File: config.mk
export PLATFORM = sky130hd
export DESIGN_NAME = cpu0_ifetch_flat
export DESIGN_NICKNAME = d
export VERILOG_FILES = /design/src/rtl/cpu0_ifetch_if.sv /design/src/rtl/cpu0_ifetch.sv /design/src/flat_wrapper.sv
export SDC_FILE = /design/constraint.sdc
export NUM_CORES = 1
export LEC_CHECK = 0
export ABC_CLOCK_PERIOD_IN_PS = 4300
export CAP_MARGIN = 0
export CORE_ASPECT_RATIO = 1.25
export CORE_MARGIN = 1
export CORE_UTILIZATION = 46
export DETAILED_ROUTE_END_ITERATION = 12
export PLACE_DENSITY = 0.78
export SKIP_CTS_REPAIR_TIMING = 1
export SYNTH_ARGS = -nofsm -noshare
export SYNTH_HDL_FRONTEND = slang
export SYNTH_SLANG_ARGS = --single-unit
File: constraint.sdc
create_clock -name clock -period 4.3 [get_ports clock]
set_input_delay 0.43 -clock clock [delete_from_list [all_inputs] [get_ports clock]]
set_output_delay 0.43 -clock clock [all_outputs]
set_load 0.05 [all_outputs]
File: src/rtl/cpu0_ifetch_if.sv
// Bundle of the memory read port, the instruction handshake and the control
// inputs between the CPU0 fetch unit (master) and its environment (slave).
interface cpu0_ifetch_if;
  logic        mem_rd;
  logic [31:0] mem_addr;
  logic        mem_ack;
  logic [7:0]  mem_rdata;

  logic        ir_valid;
  logic        ir_ready;
  logic [31:0] ir_data;
  logic [31:0] ir_pc;

  logic        redirect;
  logic [31:0] redirect_pc;
  logic        halt;
  logic        idle;

  modport master (
    output mem_rd, mem_addr, ir_valid, ir_data, ir_pc, idle,
    input  mem_ack, mem_rdata, ir_ready, redirect, redirect_pc, halt
  );

  modport slave (
    input  mem_rd, mem_addr, ir_valid, ir_data, ir_pc, idle,
    output mem_ack, mem_rdata, ir_ready, redirect, redirect_pc, halt
  );
endinterface

File: src/rtl/cpu0_ifetch.sv
// CPU0 instruction fetch: assembles big-endian words from a byte-wide memory
// port into a small FIFO and hands them to execute via valid/ready.
module cpu0_ifetch #(
  parameter logic [31:0] RESET_PC   = 32'h0,
  parameter int          FIFO_DEPTH = 2
) (
  input  logic            clock,
  input  logic            rst_n,
  cpu0_ifetch_if.master   bus
);

  localparam int PW = (FIFO_DEPTH > 1) ? $clog2(FIFO_DEPTH) : 1;
  localparam int CW = $clog2(FIFO_DEPTH + 1);
  localparam logic [CW-1:0] DEPTH_C = CW'(FIFO_DEPTH);

  localparam logic [1:0] ST_FETCH     = 2'd0;
  localparam logic [1:0] ST_FULL_WAIT = 2'd1;
  localparam logic [1:0] ST_HALTED    = 2'd2;

  logic [1:0]    state_q, state_d;
  logic [1:0]    byte_cnt_q, byte_cnt_d;
  logic [23:0]   asm_q, asm_d;
  logic [31:0]   fetch_pc_q, fetch_pc_d;
  logic          mem_rd_q, mem_rd_d;
  logic [31:0]   mem_addr_q, mem_addr_d;
  logic [CW-1:0] count_q, count_d;
  logic [PW-1:0] wr_ptr_q, wr_ptr_d;
  logic [PW-1:0] rd_ptr_q, rd_ptr_d;
  logic [31:0]   data_q [FIFO_DEPTH];
  logic [31:0]   data_d [FIFO_DEPTH];
  logic [31:0]   pc_q   [FIFO_DEPTH];
  logic [31:0]   pc_d   [FIFO_DEPTH];

  logic ir_valid;
  logic xfer;
  logic push;
  logic pop;
  logic word_open;

  function automatic logic [PW-1:0] ptr_inc(input logic [PW-1:0] p);
    return (p == PW'(FIFO_DEPTH - 1)) ? '0 : p + 1'b1;
  endfunction

  assign ir_valid = (count_q != '0);

  always_comb begin
    // NOTE: every variable gets a default first so no path leaves it unassigned (no latches).
    state_d    = state_q;
    byte_cnt_d = byte_cnt_q;
    asm_d      = asm_q;
    fetch_pc_d = fetch_pc_q;
    mem_rd_d   = mem_rd_q;
    mem_addr_d = mem_addr_q;
    count_d    = count_q;
    wr_ptr_d   = wr_ptr_q;
    rd_ptr_d   = rd_ptr_q;
    data_d     = data_q;
    pc_d       = pc_q;
    word_open  = 1'b0;

    xfer = mem_rd_q & bus.mem_ack;
    push = xfer && (byte_cnt_q == 2'd3);
    pop  = ir_valid & bus.ir_ready;

    if (bus.redirect) begin
      // Flush wins over any same-cycle transfer, push or pop.
      count_d    = '0;
      wr_ptr_d   = '0;
      rd_ptr_d   = '0;
      byte_cnt_d = 2'd0;
      fetch_pc_d = bus.redirect_pc & ~32'h3;
    end else begin
      if (xfer) begin
        asm_d      = {asm_q[15:0], bus.mem_rdata};
        byte_cnt_d = byte_cnt_q + 2'd1;
      end
      if (push) begin
        data_d[wr_ptr_q] = {asm_q, bus.mem_rdata};
        pc_d[wr_ptr_q]   = fetch_pc_q;
        wr_ptr_d         = ptr_inc(wr_ptr_q);
        fetch_pc_d       = fetch_pc_q + 32'd4;
      end
      if (pop) begin
        rd_ptr_d = ptr_inc(rd_ptr_q);
      end
      if (push && !pop) begin
        count_d = count_q + CW'(1);
      end else if (pop && !push) begin
        count_d = count_q - CW'(1);
      end
      word_open = mem_rd_q && !push;
    end

    // A started word always finishes; a new one needs reserved space and no halt.
    if (word_open) begin
      state_d  = ST_FETCH;
      mem_rd_d = 1'b1;
    end else if (bus.halt) begin
      state_d  = ST_HALTED;
      mem_rd_d = 1'b0;
    end else if (count_d < DEPTH_C) begin
      state_d  = ST_FETCH;
      mem_rd_d = 1'b1;
    end else begin
      state_d  = ST_FULL_WAIT;
      mem_rd_d = 1'b0;
    end

    if (mem_rd_d) begin
      mem_addr_d = fetch_pc_d + {30'd0, byte_cnt_d};
    end
  end

  // NOTE: sequential state uses <= only, so each flop samples pre-edge values.
  always_ff @(posedge clock) begin
    if (!rst_n) begin
      state_q    <= ST_FETCH;
      byte_cnt_q <= 2'd0;
      asm_q      <= '0;
      fetch_pc_q <= RESET_PC;
      mem_rd_q   <= 1'b0;
      mem_addr_q <= '0;
      count_q    <= '0;
      wr_ptr_q   <= '0;
      rd_ptr_q   <= '0;
      // NOTE: the buffer is reset because its head drives ir_data/ir_pc directly.
      for (int i = 0; i < FIFO_DEPTH; i++) begin
        data_q[i] <= '0;
        pc_q[i]   <= '0;
      end
    end else begin
      state_q    <= state_d;
      byte_cnt_q <= byte_cnt_d;
      asm_q      <= asm_d;
      fetch_pc_q <= fetch_pc_d;
      mem_rd_q   <= mem_rd_d;
      mem_addr_q <= mem_addr_d;
      count_q    <= count_d;
      wr_ptr_q   <= wr_ptr_d;
      rd_ptr_q   <= rd_ptr_d;
      data_q     <= data_d;
      pc_q       <= pc_d;
    end
  end

  assign bus.mem_rd   = mem_rd_q;
  assign bus.mem_addr = mem_addr_q;
  assign bus.ir_valid = ir_valid;
  assign bus.ir_data  = data_q[rd_ptr_q];
  assign bus.ir_pc    = pc_q[rd_ptr_q];
  assign bus.idle     = (state_q == ST_HALTED) && !mem_rd_q;

endmodule

File: src/flat_wrapper.sv
// flat-port wrapper written by rule: the top's interface ports become plain ports
module cpu0_ifetch_flat 
#(
  parameter logic [31:0] RESET_PC   = 32'h0,
  parameter int          FIFO_DEPTH = 2
)
  (clock, rst_n, bus_mem_rd, bus_mem_addr, bus_ir_valid, bus_ir_data, bus_ir_pc, bus_idle, bus_mem_ack, bus_mem_rdata, bus_ir_ready, bus_redirect, bus_redirect_pc, bus_halt);
  cpu0_ifetch_if bus_i ();
  input  logic clock;
  input  logic rst_n;
  output wire logic [$bits(bus_i.mem_rd)-1:0] bus_mem_rd;
  output wire logic [$bits(bus_i.mem_addr)-1:0] bus_mem_addr;
  output wire logic [$bits(bus_i.ir_valid)-1:0] bus_ir_valid;
  output wire logic [$bits(bus_i.ir_data)-1:0] bus_ir_data;
  output wire logic [$bits(bus_i.ir_pc)-1:0] bus_ir_pc;
  output wire logic [$bits(bus_i.idle)-1:0] bus_idle;
  input wire logic [$bits(bus_i.mem_ack)-1:0] bus_mem_ack;
  input wire logic [$bits(bus_i.mem_rdata)-1:0] bus_mem_rdata;
  input wire logic [$bits(bus_i.ir_ready)-1:0] bus_ir_ready;
  input wire logic [$bits(bus_i.redirect)-1:0] bus_redirect;
  input wire logic [$bits(bus_i.redirect_pc)-1:0] bus_redirect_pc;
  input wire logic [$bits(bus_i.halt)-1:0] bus_halt;
  assign bus_mem_rd = bus_i.mem_rd;
  assign bus_mem_addr = bus_i.mem_addr;
  assign bus_ir_valid = bus_i.ir_valid;
  assign bus_ir_data = bus_i.ir_data;
  assign bus_ir_pc = bus_i.ir_pc;
  assign bus_idle = bus_i.idle;
  assign bus_i.mem_ack = bus_mem_ack;
  assign bus_i.mem_rdata = bus_mem_rdata;
  assign bus_i.ir_ready = bus_ir_ready;
  assign bus_i.redirect = bus_redirect;
  assign bus_i.redirect_pc = bus_redirect_pc;
  assign bus_i.halt = bus_halt;
  cpu0_ifetch #(.RESET_PC(RESET_PC), .FIFO_DEPTH(FIFO_DEPTH)) u_core (.clock(clock), .rst_n(rst_n), .bus(bus_i));
endmodule
==> out/results.ini, run 1 <==
[sta]
finalHoldViolCount=0
setup-tns-final_ns=0
fmax_mhz=267
min_period_ns=3.75
tightest_slew_ns=1.15
setup_viol=0
fin_crit_sh_pct=87.2
maxSlewViolCount=0
slew_headroom_pct=23.1
rsz0062_at_grt=no
finClkSkew_ns=0.0123

[yosys]
synthDistinctLibCells=63
syn_inst=1270
post_synth.cell_area_avg_um2=8.04
synth_edf_count=0
syn-cell-area_um2=10200
ys_warn_count=0
seq_area_frac_synth_pct=44.1
synth_nets=1324
ys_async_sr_fraction_pct=0
ys.flop_type=dfxtp_1
synth-seq-cells=225

[power_and_ir_drop]
combPwrFrac_pct=9.5
ir_drop_mv=0.293
power.share.clock_pct=43.2
leakage_uw=0.00440
netSwitchingPower_uw=1150
switching_share_pct=24.8
fin_total_pwr_uw=4630
cellPowerDensity_nw_per_um2=366
p_int_uw=3480
seqPwrFrac_pct=47.3

[setup_path]
cp-end-kind=flip-flop
timing.rr.start=u_core.fetch_pc_q[2]
endpoint=u_core.bus.mem_addr[26]
critical_path.top_delay_family=simple AND/OR/NAND/NOR gates
worstSetupPathType=flip-flop to flip-flop
worstPathCellList=ha_1 -> nand4_1 -> buf_4 -> or4_1 -> nand3_1 -> or4b_2 -> nor4_1 -> nand3b_1 -> mux2i_1 -> a311o_1
required_ns=4.69
cpPeakStageDelay_ns=0.65
cp_slowest_cell=or4b_2
start_kind=flip-flop
cp.depth=10
arrival_ns=4.15
startpoint=u_core.fetch_pc_q[2]
reg2reg_to=u_core.bus.mem_addr[26]
cp_max_fo=12
crit_buf_inv=1
worst-r2r-cell-count=10
reg2reg_setup_slack_ns=0.55

[clock_tree]
htree_levels=1
cts-root-buf=clkbuf_16
clk_path_buf_depth=3
clock-sinks=225
clk_latency_ns=0.51
numCtsBuffers=24
tritoncts=done
clkTransAtPathRegs_ns=0.06

[grt]
antenna_found_initial=0
grt_pass1_wl_um=42800
grt_use_total_pct=23.2
grt_pass1_vias=8577
grt_max_degree=128
gr-total-overflow=0

[layout]
area_delta_synth_final_pct=24.1
drive_gt1_share_pct=11.2
final_nets=1425
diodes=0

[drt]
drc_errors=0
wl_per_cell_um=16.2
drt_iter0_drc=564
wirelength_um=27000
vias=9138
viasPerCell=5.49
detail-route-antenna-nets=0
dr.pass1.iters=6

[die]
start_util_pct=47.2
fp.dieW_um=135
dieArea_um2=22800
fp.dieH_um=169
core.rowCount=60
boundaryPins=145
coreArea_um2=21600

[job]
max_cap_viol_count=0

[placed_design]
port-buffer-count=142
hpwlAfterDp_um=17800
globalplace.congestion=0.863

[hold_path]
worst_hold_path_type=primary input to flip-flop

[outcome]
status=complete, no violations

per-stage QoR:
stage	worst slack, ns	instance area [um^2]	std cells	hold slack [ns]	utilization [%]
3_5_place_dp	0.155	11900	1624	0.445	55.1
2_1_floorplan	0.0419	10200	1270	0.433	-
5_1_grt	0.392	12700	1665	0.346	58.6
6_report	0.549	12700	1665	0.318	58.6
3_3_place_gp	0.189	11900	1624	0.438	55.1
4_1_cts	0.540	12700	1665	0.298	58.6
area by class of cell:
| type | count | area, um^2 |
|---|---|---|
| sequential | 225 | 4510 |
| timing repair buffer | 172 | 1680 |
| inverter | 19 | 76.3 |
| tap | 279 | 349 |
| clock buffer | 35 | 703 |
| multi-input combinational | 929 | 5300 |
| fill | 1963 | 8950 |
| clock inverter | 6 | 58.8 |
worst min-delay path by stage:
| stage | depth (start not counted) | startpoint | end | slack [ns] |
|---|---|---|---|---|
| after floorplan | 2 | u_core.data_q[0] | u_core.data_q[0] | 0.43 |
| after global placement | 2 | u_core.data_q[23] | u_core.data_q[23] | 0.44 |
| after detailed placement | 2 | u_core.pc_q[59] | u_core.pc_q[59] | 0.44 |
| after CTS | 2 | bus_redirect | u_core.count_q[1] | 0.30 |
| after global routing | 2 | bus_redirect | u_core.count_q[1] | 0.35 |
| final | 2 | bus_redirect | u_core.count_q[1] | 0.32 |
sequential cells by signal (all words and copies together) (netlist names):
| name | count |
|---|---|
| u_core.data_q | 64 |
| u_core.pc_q | 64 |
| u_core.bus.mem_addr | 32 |
| u_core.fetch_pc_q | 32 |
| u_core.asm_q | 24 |
| u_core.byte_cnt_q | 2 |
| u_core.count_q | 2 |
| u_core.state_q | 2 |
| u_core.bus.mem_rd | 1 |
| u_core.rd_ptr_q | 1 |
| u_core.wr_ptr_q | 1 |
layer usage:
layer  vias to the layer above  GRT usage [%]  wire (um)
li1                       4566              -          -
met1                      4275           28.9      11700
met2                       250           41.0      13300
met3                        47           3.11       1320
met4                         0           7.82        702
met5                         -              0          0
power by group through the flow:
stage,Combinational (uW),Sequential (uW),Clock [uW]
6_report,439,2190,2000
5_1_grt,468,2200,2130
4_1_cts,438,2190,2040
3_5_place_dp,434,2230,0
3_3_place_gp,431,2230,0
2_1_floorplan,201,2300,0
cell usage in the layout (no fill, tap or decap), drive strengths merged, types with 5 or more instances in the layout:
cell type      instances
a211oi                16
a21oi                167
a31oi                  7
and2                   9
and3                   6
and4                   7
buf                   31
clkbuf                35
clkdlybuf4s50        141
dfxtp                225
ha                     7
inv                   20
mux2                  66
mux2i                  8
nand2                338
nand2b                11
nand3                 27
nand4                 20
nor2                  70
nor2b                  7
nor3                  14
nor4                  21
o211ai                 8
o21ai                 20
o31a                   6
o31ai                  9
or3                    9
or4                    5
xnor2                 22
xor2                  10
cells in the mapped netlist (all sizes together), types with 20 or more instances:
cell type  count  share of area, %
clkbuf        78               2.9
nand3         27               1.3
xnor2         22               1.9
mux2          66               7.3
nand2        338                12
nor4          21               1.3
a21oi        167               8.2
dfxtp        225                44
o21ai         20              0.98
nor2          70               2.6
nand4         20               1.7
kinds of logic (layout without fill, tap and decap cells):
logic type	count (synthesis)	count (layout)	synth area share, %
adders and majority gates	8	8	1.05
muxes	74	74	8.06
and+or+nand+nor	562	562	25.2
buffers and inverters	116	232	4.41
DFF	225	225	44.1
AOI/OAI and AO/OA	253	253	14.4
xor gates and xnor gates	32	32	2.74
No activity file was read; power rests on OpenSTA's default activity.
==> inputs of run 2 (changes only) <==
- GPL_TIMING_DRIVEN: unset -> 0
==> run 2 against run 1 <==
Compared with the run above:
- sequential share of layout area is 0.62 points lower
- first-iteration DRC count is 18% higher
- via count is 6.6% higher
- sequential power hardly changed
- cell count is 4.3% higher
- critical path depth stayed put
- clock skew is 0.0049 ns lower
- worst setup slack worse by 0.51 ns
- non-clock buffer count is 69 higher
- critical path type unchanged
- critical endpoint is now u_core.bus.mem_addr[31]
- largest power group unchanged
==> out/results.ini, run 2 (synthesis gave the netlist of run 1 again) <==
[power_and_ir_drop]
cellPowerDensity_nw_per_um2=369  ; +0.90%
power.share.clock_pct=44.1  ; +0.9 points
p_int_uw=3560  ; +2.1%
fin_total_pwr_uw=4760  ; +2.7%
ir_drop_mv=0.316  ; +7.6%
switching_share_pct=25.2  ; +0.38 points
netSwitchingPower_uw=1200  ; +4.2%
leakage_uw=0.00447  ; +1.7%
seqPwrFrac_pct=45.8  ; -1.5 points
combPwrFrac_pct=10.1  ; +0.6 points

[setup_path]
start_kind=flip-flop
worstSetupPathType=flip-flop to flip-flop
cp_max_fo=10  ; -2
cp-end-kind=flip-flop
required_ns=4.75  ; +0.06 ns
arrival_ns=4.70  ; +0.55 ns

[placed_design]
hpwlAfterDp_um=21500  ; +21%
globalplace.congestion=0.908  ; +5.3%
port-buffer-count=142  ; unchanged
postPlaceCellArea_um2=12000  ; +0.81%
place_inst=1691  ; +4.1%

[die]
dieArea_um2=22800  ; unchanged
start_util_pct=47.2  ; unchanged
boundaryPins=145  ; unchanged
core.rowCount=60  ; unchanged
fp.dieH_um=169  ; unchanged
fp.dieW_um=135  ; unchanged
coreArea_um2=21600  ; unchanged

[layout]
nFillCells=1959  ; -0.20%
drive_gt1_share_pct=9.95  ; -1.2 points
seq_area_um2=4500  ; about the same
area_delta_synth_final_pct=26.2
final_common_cell=nand2_1
final_nets=1494  ; +4.8%
final_cells=1737  ; +4.3%
layout_common_cells=nand2_1, dfxtp_1, a21oi_1
largestRegisters=u_core.data_q x64, u_core.pc_q x64
multi_input_area_um2=5310  ; +0.14%
diodes=0  ; unchanged
final_area_um2=12900  ; +1.7%

[drt]
wl_per_cell_um=17.4  ; +7.5%
drc_errors=0  ; unchanged
vias=9739  ; +6.6%
dr.pass1.iters=5  ; -1
wirelength_um=30300  ; +12%
viasPerCell=5.61  ; +2.2%
detail-route-antenna-nets=0  ; unchanged
drt_iter0_drc=668  ; +18%

[clock_tree]
clkTransAtPathRegs_ns=0.06  ; about the same
htree_levels=1  ; unchanged
clk_latency_ns=0.52  ; about the same
clock-sinks=225  ; unchanged
numCtsBuffers=24  ; unchanged
clk_path_buf_depth=3  ; unchanged
cts-root-buf=clkbuf_16
tritoncts=done

[grt]
grt_pass1_wl_um=47700  ; +11%
grt_pass1_vias=9494  ; +11%
antenna_found_initial=0  ; unchanged
gr-total-overflow=0  ; unchanged
grt_max_degree=14  ; -89%
grt_use_total_pct=26.3  ; +3.1 points

[sta]
maxSlewViolCount=0  ; unchanged
finClkSkew_ns=0.00743  ; -0.00489 ns
tightest_slew_ns=1.12  ; -0.0281 ns
fin_crit_sh_pct=99.0  ; +12 points
min_period_ns=4.26  ; +0.506 ns
whs_ns=0.451  ; +0.133 ns
slew_headroom_pct=24.5  ; +1.4 points
fmax_mhz=235  ; -12%
finalHoldViolCount=0  ; unchanged
setup_viol=0  ; unchanged
setup-tns-final_ns=0  ; unchanged

[hold_path]
worst_hold_path_type=flip-flop to flip-flop

[outcome]
status=complete, no violations

[job]
max_cap_viol_count=0  ; unchanged

## run 2: metal layers
| metal | up-vias | share of wire [%] | GRT usage (%) |
|---|---|---|---|
| li1 | 4697 | - | - |
| met1 | 4621 | 40 | 31.9 |
| met2 | 348 | 50 | 46.2 |
| met3 | 73 | 6.2 | 3.02 |
| met4 | 0 | 3.8 | 11.8 |
| met5 | - | 0 | 0 |
## run 2: worst paths after layout
check | cells past startpoint | endpoint | slack, ns | from
max | 10 | u_core.bus.mem_addr[31] | 0.04 | u_core.fetch_pc_q[2]
min reg2reg | 2 | u_core.data_q[37] | 0.45 | u_core.data_q[37]
min | 2 | u_core.data_q[37] | 0.45 | u_core.data_q[37]
max reg2reg | 10 | u_core.bus.mem_addr[31] | 0.04 | u_core.fetch_pc_q[2]
## run 2: worst max-delay path, cell delays in order (launching register included)
cell	delay, ns
dfxtp_1	0.49
ha_1	0.23
nand4_1	0.19
buf_2	0.26
nor4_1	0.97
and4_1	0.30
o31ai_1	0.15
or3_1	0.37
or4bb_4	0.55
or4_1	0.51
a31oi_1	0.18
## run 2: power groups by stage
stage	registers (uW)	logic, uW	clock network [uW]
final	2180	480	2100
after global routing	2180	508	2200
after CTS	2170	470	2110
after detailed placement	2220	465	0
after global placement	2220	461	0
after floorplan	2300	201	0
## run 2: per-stage QoR
step | util (%) | worst slack, ns
floorplan | - | 0.0419
global placement | 55.5 | -1.63
detailed placement | 55.5 | -1.74
CTS | 59.3 | -1.21
global route | 59.6 | -0.0461
finish | 59.6 | 0.0428
## run 2: layout make-up
cell class	instances	area share, %
Tap cell	279	2.71
Inverter	19	0.553
Multi-Input combinational cell	929	41.2
Sequential cell	225	34.9
Buffer	96	3.17
Clock buffer	39	5.88
Clock inverter	5	0.388
Timing Repair Buffer	145	11.2
==> inputs of run 3 (changes only) <==
- GPL_ROUTABILITY_DRIVEN: unset -> 0
==> results of run 3 <==
No change in the layout: final DEF, timing and power equal those of run 2.
